--- src/rtl/mod4_mon_pkg.sv ---
// Shared types and helpers for the mod-4 sequence monitor.
// The state enum encoding is visible on the state output, so it must not change.
package mod4_mon_pkg;

    typedef enum logic [1:0] {
        ST_UNSYNC  = 2'd0,
        ST_ACQUIRE = 2'd1,
        ST_LOCKED  = 2'd2,
        ST_ILLEGAL = 2'd3
    } mon_state_e;

    localparam int MOD = 4;

    function automatic logic [1:0] next_cnt(input logic [1:0] x);
        return 2'((int'(x) + 1) % MOD);
    endfunction

endpackage

--- src/rtl/mod4_sequence_monitor_sat_counter.sv ---
// Saturating up-counter with a synchronous clear that wins over increment.
module sat_counter #(
    parameter int W = 8
) (
    input  logic         clk,
    input  logic         rst,
    input  logic         clr,
    input  logic         inc,
    output logic [W-1:0] q
);

    logic [W-1:0] cnt_q;
    logic [W-1:0] cnt_d;

    always_comb begin
        cnt_d = cnt_q;
        if (clr) begin
            cnt_d = '0;
        end else if (inc && (cnt_q != {W{1'b1}})) begin
            cnt_d = cnt_q + 1'b1;
        end
    end

    always_ff @(posedge clk or posedge rst) begin
        if (rst) begin
            cnt_q <= '0;
        end else begin
            cnt_q <= cnt_d;
        end
    end

    assign q = cnt_q;

endmodule

--- src/rtl/mod4_sequence_monitor.sv ---
// Checks that an upstream mod-4 count advances 0->1->2->3->0, locks onto it,
// and reports wraps and sequence errors through registered pulses and counters.
module mod4_sequence_monitor
    import mod4_mon_pkg::*;
#(
    parameter int WRAP_W   = 8,
    parameter int ERR_W    = 4,
    parameter int LOCK_CNT = 2
) (
    input  logic              clk,
    input  logic              rst,
    input  logic              en,
    input  logic [1:0]        cnt_in,
    input  logic              clr,
    output logic              locked,
    output logic              wrap_pulse,
    output logic              seq_err,
    output logic [WRAP_W-1:0] wrap_count,
    output logic [ERR_W-1:0]  err_count,
    output logic [1:0]        state
);

    mon_state_e state_q, state_d;
    logic [1:0] prev_q, prev_d;
    logic [2:0] run_q, run_d;
    logic       wrap_pulse_q, wrap_pulse_d;
    logic       seq_err_q, seq_err_d;
    logic       locked_q, locked_d;
    logic       match;

    assign match = (cnt_in == next_cnt(prev_q));

    always_comb begin
        state_d      = state_q;
        prev_d       = prev_q;
        run_d        = run_q;
        wrap_pulse_d = 1'b0;
        seq_err_d    = 1'b0;
        if (en) begin
            prev_d = cnt_in;
            case (state_q)
                ST_UNSYNC: begin
                    state_d = ST_ACQUIRE;
                    run_d   = '0;
                end
                ST_ACQUIRE: begin
                    if (match) begin
                        run_d = run_q + 3'd1;
                        if (run_d == 3'(LOCK_CNT)) begin
                            state_d = ST_LOCKED;
                        end
                    end else begin
                        run_d = '0;
                    end
                end
                ST_LOCKED: begin
                    if (match) begin
                        wrap_pulse_d = (prev_q == 2'd3) && (cnt_in == 2'd0);
                    end else begin
                        // A held value also lands here, since it is not prev+1.
                        seq_err_d = 1'b1;
                        state_d   = ST_ACQUIRE;
                        run_d     = '0;
                    end
                end
                default: begin
                    state_d = ST_UNSYNC;
                    run_d   = '0;
                end
            endcase
        end else if (state_q == ST_ILLEGAL) begin
            state_d = ST_UNSYNC;
        end
        locked_d = (state_d == ST_LOCKED);
    end

    always_ff @(posedge clk or posedge rst) begin
        if (rst) begin
            state_q      <= ST_UNSYNC;
            prev_q       <= '0;
            run_q        <= '0;
            wrap_pulse_q <= 1'b0;
            seq_err_q    <= 1'b0;
            locked_q     <= 1'b0;
        end else begin
            state_q      <= state_d;
            prev_q       <= prev_d;
            run_q        <= run_d;
            wrap_pulse_q <= wrap_pulse_d;
            seq_err_q    <= seq_err_d;
            locked_q     <= locked_d;
        end
    end

    sat_counter #(.W(WRAP_W)) u_wrap_cnt (
        .clk (clk),
        .rst (rst),
        .clr (clr),
        .inc (wrap_pulse_d),
        .q   (wrap_count)
    );

    sat_counter #(.W(ERR_W)) u_err_cnt (
        .clk (clk),
        .rst (rst),
        .clr (clr),
        .inc (seq_err_d),
        .q   (err_count)
    );

    assign locked     = locked_q;
    assign wrap_pulse = wrap_pulse_q;
    assign seq_err    = seq_err_q;
    assign state      = state_q;

endmodule

--- config.mk ---
export PLATFORM = sky130hd
export DESIGN_NAME = mod4_sequence_monitor
export DESIGN_NICKNAME = d
export VERILOG_FILES = /design/src/rtl/mod4_mon_pkg.sv /design/src/rtl/mod4_sequence_monitor_sat_counter.sv /design/src/rtl/mod4_sequence_monitor.sv
export SDC_FILE = /design/constraint.sdc
export NUM_CORES = 1
export LEC_CHECK = 0
export BUFFER_PORTS_ARGS = -buffer_cell sky130_fd_sc_hd__buf_4
export CORE_UTILIZATION = 49
export CTS_CLUSTER_SIZE = 20
export DETAILED_ROUTE_END_ITERATION = 10
export MAX_ROUTING_LAYER = met4
export PLACE_DENSITY_LB_ADDON = 0.2
export SLEW_MARGIN = 20
export SYNTH_ARGS = -nofsm -noshare
export SYNTH_HDL_FRONTEND = slang
export SYNTH_SLANG_ARGS = --single-unit
--- constraint.sdc ---
create_clock -name clk -period 2.1 [get_ports clk]
set_input_delay 0.42 -clock clk [delete_from_list [all_inputs] [get_ports clk]]
set_output_delay 0.42 -clock clk [all_outputs]
set_load 0.005 [all_outputs]
==> metrics.md, run 1 <==
| Metric | Value |
|---|---|
| PortBufs | 22 |
| Starting Density | 53.5% |
| GRT Overall Usage | 21.0% |
| CTS tree | yes |
| Clk sinks | 22 |
| Critical Path RT | 2.34 ns |
| FF+latch area | 551 µm² |
| First-pass GRT wire length | 4.14 mm |
| Total Die Area | 0.00271 mm² |
| VDD IR max | 0.345 mV |
| Sequential fraction of the synthesis area | 44.8% |
| Power Density | 589 mW/mm² |
| Setup TNS | 0 ns |
| DRC | 0 |
| TritonCTS buffer count | 3 |
| Grt total ovfl | 0 |
| CTS Root Cell | clkbuf_4 |
| Hold Buf Count CTS | 0 |
| Critical Path Sink Type | register |
| Area of placed instances | 0.00144 mm² |
| Status | finished clean |
| Layout cell share with drive strength beyond 1 | 26.7% |
| Syn Nets | 136 |
| Drt pass-1 iters | 4 |
| Fmax | 0.501 GHz |
| Final Net Count | 163 |
| Max-cap violation count | 0 |
| Measured slew at the worst slew-check pin | 0.298 ns |
| Antenna violations before repair | 0 |
| # rows | 17 |
| GPL Wtd Cong | 0.795 |
| H-tree depth | 1 |
| Mapped Avg Cell Area | 9.84 µm² |
| Post-CTS Setup Inserts | 0 |
| Final HPWL DP | 1.78 mm |
| Synth unique cells | 38 |
| Max-slew headroom | 80.1% |
| Fillers | 189 |
| Yosys warns | 0 |
| Hold WC Path Type | primary input to asynchronous set/reset pin |
| Final Max Slew Viols | 0 |
| Post-cts resize count | 0 |
| Core area | 0.00230 mm² |
| Clk_skew | 0.00340 ns |
| Post-route minimum period | 1.99 ns |
| Crit path max fanout | 7 |
| Via count | 1046 |
| WL per Instance | 13.9 µm |
| Final ANT Viol Nets | 0 |
| I/O pin count | 23 |
| Final period util | 95.0% |
| Cell Area, Synth | 0.00123 mm² |
| Multi-input logic area | 637 µm² |
| Clock Path Buffers | 2 |
| Final worst setup slack | 0.105 ns |
| Kind of critical path | register to register |
| Pre-CTS WS | 0.0962 ns |
| Synth-to-layout area growth | 19.2% |
| Arr. time, crit path | 2.23 ns |
| Clock-pin slew on the worst setup and hold paths | 0.11 ns |
| Final Setup Violations | 0 |
| Yosys reg bits | 22 |
| N_diodes | 0 |
| Pin count of the biggest net entering global routing | 23 |
| Lkg Pwr | 0.678 nW |
| Number of global-route vias before repair | 973 |
| Die Wd | 52.1 µm |
| Synthesized instance count | 125 |
| WL final | 2.47 mm |
| RSZ-0062 raised after global routing | false |
| Final non-filler cell area | 0.00147 mm² |
| Die H | 52.1 µm |
| Clk_lat worst skew | 0.30 ns |
| Via density | 5.88 |
| Post-layout util | 63.8% |
| Count of endpoints failing hold in the final timing report | 0 |
| DR iter-0 viols | 17 |
| Startpoint types | register |
==> where the power goes <==
part / leakage, nW / switching [mW] / total (mW) / internal (mW)
logic: 0.366 / 0.106 / 0.201 / 0.0952
registers: 0.298 / 0.0272 / 0.475 / 0.447
clock network: 0.0138 / 0.121 / 0.188 / 0.0670
total: 0.678 / 0.254 / 0.863 / 0.610
==> placed cells by master, fill, tap and decap left out, types with 6 or more instances in the layout <==
master   count
buf_4       26
inv_1        6
nand2_1      6
nand3_1      6
dfrtp_1     22
nor2_1       9
a21oi_1      7
==> cell usage after synthesis, drive strengths merged <==
cell     count  area share (%)
nand4        3             1.5
o31ai        5             3.1
and3         2             1.0
a211oi       1            0.61
o2111ai      1            0.71
nor4         3             1.5
xor2         1            0.71
dfrtp       22              45
nor2b        5             2.5
a21oi        7             2.8
ha           5             5.1
a2111o       1            0.92
a41o         1            0.81
mux2         6             5.5
or3          3             1.5
nand3        6             2.4
a211o        1            0.71
or4          3             2.1
buf          2             1.5
nand2b       6             3.7
nor2         9             2.7
o21ai        4             1.6
a32oi        1            0.71
nand2        7             2.1
inv          7             2.1
clkbuf       2            0.61
a22o         1            0.71
mux2i        1            0.81
o22ai        3             1.5
nor3         4             2.0
nand3b       1            0.61
xnor2        1            0.71
==> critical path, cell delays in order (launching register included) <==
cell and delay [ns]:
dfrtp_1 0.43, ha_1 0.34, xnor2_2 0.15, buf_4 0.16
a211o_1 0.34, or3_1 0.37, a21oi_1 0.15
==> worst paths after layout <==
kind | start | endpoint | slack, ns | cells past startpoint
worst max-delay path | prev_q[0]$_DFFE_PP0P_ | u_err_cnt.q[3]$_DFFE_PP0P_ | 0.11 | 6
worst min-delay path | rst | u_err_cnt.q[2]$_DFFE_PP0P_ | 0.13 | 3
worst max register to register | prev_q[0]$_DFFE_PP0P_ | u_err_cnt.q[3]$_DFFE_PP0P_ | 0.11 | 6
worst min register to register | run_q[1]$_DFFE_PP0P_ | run_q[1]$_DFFE_PP0P_ | 0.52 | 2
max in group asynchronous | rst | run_q[1]$_DFFE_PP0P_ | 1.75 | 3
min in group clk | en | run_q[2]$_DFFE_PP0P_ | 0.36 | 2
==> metrics by stage <==
step / power, mW / instances / hold WS [ns]
2_1_floorplan: 0.607 / 125 / 0.409
3_3_place_gp: 0.674 / 175 / 0.475
3_5_place_dp: 0.681 / 175 / 0.477
4_1_cts: 0.864 / 178 / 0.144
5_1_grt: 0.916 / 178 / 0.153
6_report: 0.863 / 178 / 0.134
==> logic make-up after synthesis <==
logic type	Yosys count	synth area share (%)
muxes	7	6.31
AOI/OAI and AO/OA	26	14.2
xor gates and xnor gates	2	1.42
adders and majority gates	5	5.09
DFF	22	44.8
and+or+nand+nor	52	23.9
buffers and inverters	11	4.27
==> flip-flops by register name, indices dropped and copies added (netlist names) <==
signal,flops
u_err_cnt.q,4
seq_err,1
wrap_pulse,1
prev_q,2
state,2
run_q,3
locked,1
u_wrap_cnt.q,8
==> metal layers <==
metal	routed length [µm]	GRT usage, %
met1	1130	25.8
met2	1220	34.8
met3	88	2.63
met4	39	8.56
met5	0	-
==> layout make-up <==
type,count,area share [%]
repair buffers,26,13.3
multi-input cells,92,43.4
inverters,7,1.79
flip-flops and latches,22,37.5
clock buffers,3,1.54
well taps,28,2.39
(Power assumes the default switching activity.)
==> run 2, diff against run 1 <==
--- a/config.mk
+++ b/config.mk
@@ -6,7 +6,7 @@
 export NUM_CORES = 1
 export LEC_CHECK = 0
 export BUFFER_PORTS_ARGS = -buffer_cell sky130_fd_sc_hd__buf_4
-export CORE_UTILIZATION = 49
+export CORE_UTILIZATION = 35
 export CTS_CLUSTER_SIZE = 20
 export DETAILED_ROUTE_END_ITERATION = 10
 export MAX_ROUTING_LAYER = met4
==> run 2 against run 1 <==
  * Largest cell class unchanged
  * Largest power group unchanged
  * Fmax up 0.60%
  * Total power up 4.9%
  * Sequential share of layout area decreased by 0.91 points
  * Worst hold slack better by 0.0046 ns
  * Die area rose by 38%
  * Sequential power barely moved
  * Flip-flop and latch count unchanged
==> metrics.md, run 2 (synthesis gave the netlist of run 1 again) <==
| Metric | Value |
|---|---|
| Status | finished clean |
| Via density | 5.28 (-10%) |
| Via count | 1040 (-0.57%) |
| CTS tree | yes |
| Switching power total | 0.257 mW (+1.3%) |
| Comb power frac | 22.3% (-1.0 points) |
| Final HPWL DP | 1.80 mm (+1.3%) |
| Clk_lat worst skew | 0.30 ns (about the same) |
| Hold slack | 0.138 ns (+0.00462 ns) |
| DRC | 0 (unchanged) |
| Total Die Area | 0.00376 mm² (+38%) |
| RR Endpoint | u_wrap_cnt.q[4]$_DFFE_PP0P_ |
| Arr. time, crit path | 2.18 ns (-0.05 ns) |
| Starting Density | 36.6% (-17 points) |
| Count of endpoints failing hold in the final timing report | 0 (unchanged) |
| CTS Root Cell | clkbuf_4 |
| WL per Instance | 12.5 µm (-10%) |
| TritonCTS buffer count | 3 (unchanged) |
| Final Max Slew Viols | 0 (unchanged) |
| Power Internal | 0.648 mW (+6.3%) |
| Pin count of the biggest net entering global routing | 23 (unchanged) |
| Final worst setup slack | 0.117 ns (+0.0118 ns) |
| N_diodes | 0 (unchanged) |
| Post-route minimum period | 1.98 ns (-0.0118 ns) |
| Area of placed instances | 0.00146 mm² (+1.6%) |
| Power Density | 602 mW/mm² (+2.3%) |
| H-tree depth | 1 (unchanged) |
| Critical Path Sink Type | register |
| Max reg flops | 8 (unchanged) |
| Most frequent cells in the layout | buf_4 (26), dfrtp_1 (22), nor2_1 (9), a21oi_1 (7) |
| Net Sw Frac | 28.4% (-1.0 points) |
| Pre-CTS WS | 0.0609 ns (-0.0354 ns) |
| Final period util | 94.4% (-0.56 points) |
| Core area | 0.00336 mm² (+46%) |
| Die Wd | 61.3 µm (+18%) |
| Measured slew at the worst slew-check pin | 0.301 ns (+0.00257 ns) |
| Grt total ovfl | 0 (unchanged) |
| Die H | 61.3 µm (+18%) |
| Setup TNS | 0 ns (unchanged) |
| Number of global-route vias before repair | 950 (-2.4%) |
| Fmax | 0.504 GHz (+0.60%) |
| VDD IR max | 0.219 mV (-37%) |
| Final ANT Viol Nets | 0 (unchanged) |
| Layout cell share with drive strength beyond 1 | 27.2% (+0.49 points) |
| Kind of critical path | register to register |
| Final Setup Violations | 0 (unchanged) |
| Max-cap violation count | 0 (unchanged) |
| # rows | 21 (+4) |
| Clock-pin slew on the worst setup and hold paths | 0.12 ns (about the same) |
| DR iter-0 viols | 61 (+44) |
| Final Net Count | 163 (unchanged) |
| Clk sinks | 22 (unchanged) |
| Crit-path max cell delay | 0.57 ns (+0.14 ns) |
| Critical path's top delay family | simple AND/OR/NAND/NOR gates |
| Drt pass-1 iters | 4 (unchanged) |
| Crit path max fanout | 11 (+4) |
| GRT Overall Usage | 15.5% (-5.6 points) |
| I/O pin count | 23 (unchanged) |
| RSZ-0062 raised after global routing | false |
| WL final | 2.46 mm (-0.69%) |
| First-pass GRT wire length | 4.15 mm (+0.14%) |
| Lkg Pwr | 0.685 nW (+1.1%) |
| Crit-path cells | nand2b_4, or4_4, nor4_1, mux2_2 |
| Multi-input logic area | 637 µm² (unchanged) |
| Post-layout util | 44.7% (-19 points) |
| Clock Power Share | 25.4% (+3.7 points) |
| Fillers | 364 (+93%) |
| Path length in cells of the critical path | 4 (-2) |
| Final non-filler cell area | 0.00150 mm² (+2.5%) |
| Worst R2R Path Depth | 4 (-2) |
| Slowest CP cell | or4_4 |
| Max-slew headroom | 79.9% (-0.17 points) |
| Flop pwr share | 52.3% (-2.7 points) |
| Most common cell after layout, fill and taps aside | buf_4 |
| WP buf/inv | 0 (-1) |
| Hold WC Path Type | primary input to asynchronous set/reset pin |
| Crit Reg-Reg Startpoint | state[0]$_DFF_PP0_ |
| Antenna violations before repair | 0 (unchanged) |
| GPL Wtd Cong | 0.806 (+1.4%) |
| Critical Path End | u_wrap_cnt.q[4]$_DFFE_PP0P_ |
| R2R setup slack | 0.12 ns (about the same) |
| Startpoint types | register |
| Critical Path RT | 2.30 ns (-0.04 ns) |
| Clk_skew | 0.00200 ns (-0.00140 ns) |
| Setup crit start | state[0]$_DFF_PP0_ |
| Hold Buf Count CTS | 0 (unchanged) |
| PortBufs | 22 (unchanged) |
| Clock Path Buffers | 2 (unchanged) |
| FF+latch area | 551 µm² (unchanged) |
| Synth-to-layout area growth | 22.2% |
## run 2: cell type report
cell class                      instances  area share [%]
Tap cell                               46            3.83
Multi-Input combinational cell         92            42.4
Timing Repair Buffer                   26            13.0
Inverter                                7            1.75
Sequential cell                        22            36.6
Clock buffer                            4            2.41
## run 2: power by group through the flow
| stage | registers [mW] | clock network, mW | logic, mW |
|---|---|---|---|
| after global routing | 0.479 | 0.270 | 0.228 |
| final | 0.473 | 0.230 | 0.202 |
| after global placement | 0.481 | 0 | 0.197 |
| after floorplan | 0.478 | 0 | 0.129 |
| after CTS | 0.474 | 0.246 | 0.202 |
| after detailed placement | 0.482 | 0 | 0.201 |
## run 2: metal layers
metal  share of wire (%)  track usage, %
met1                  48            20.2
met2                  47            23.9
met3                 4.3            2.73
met4                0.81            5.84
met5                   0               -
## run 2: stage by stage
stage                     std cells  power (mW)
after floorplan                 125       0.607
after global placement          193       0.678
after detailed placement        193       0.684
after CTS                       197       0.922
after global routing            197       0.977
final                           197       0.905
## run 2: worst min-delay path: stages
cell	delay, ns
buf_4	0.10
inv_1	0.04
buf_4	0.28
## run 2: repair_timing
| action | 4_1_cts | 5_1_grt |
|---|---|---|
| buffers inserted | 0 | 0 |
| setup endpoints to repair | 0 | 6 |
| resized for setup | 0 | 1 |
## run 2: worst min-delay path by stage
stage,to,slack [ns]
floorplan,locked$_DFF_PP0_,0.41
global placement,u_wrap_cnt.q[7]$_DFFE_PP0P_,0.48
detailed placement,u_err_cnt.q[0]$_DFFE_PP0P_,0.49
CTS,u_err_cnt.q[0]$_DFFE_PP0P_,0.14
global route,u_wrap_cnt.q[7]$_DFFE_PP0P_,0.14
finish,u_wrap_cnt.q[1]$_DFFE_PP0P_,0.14
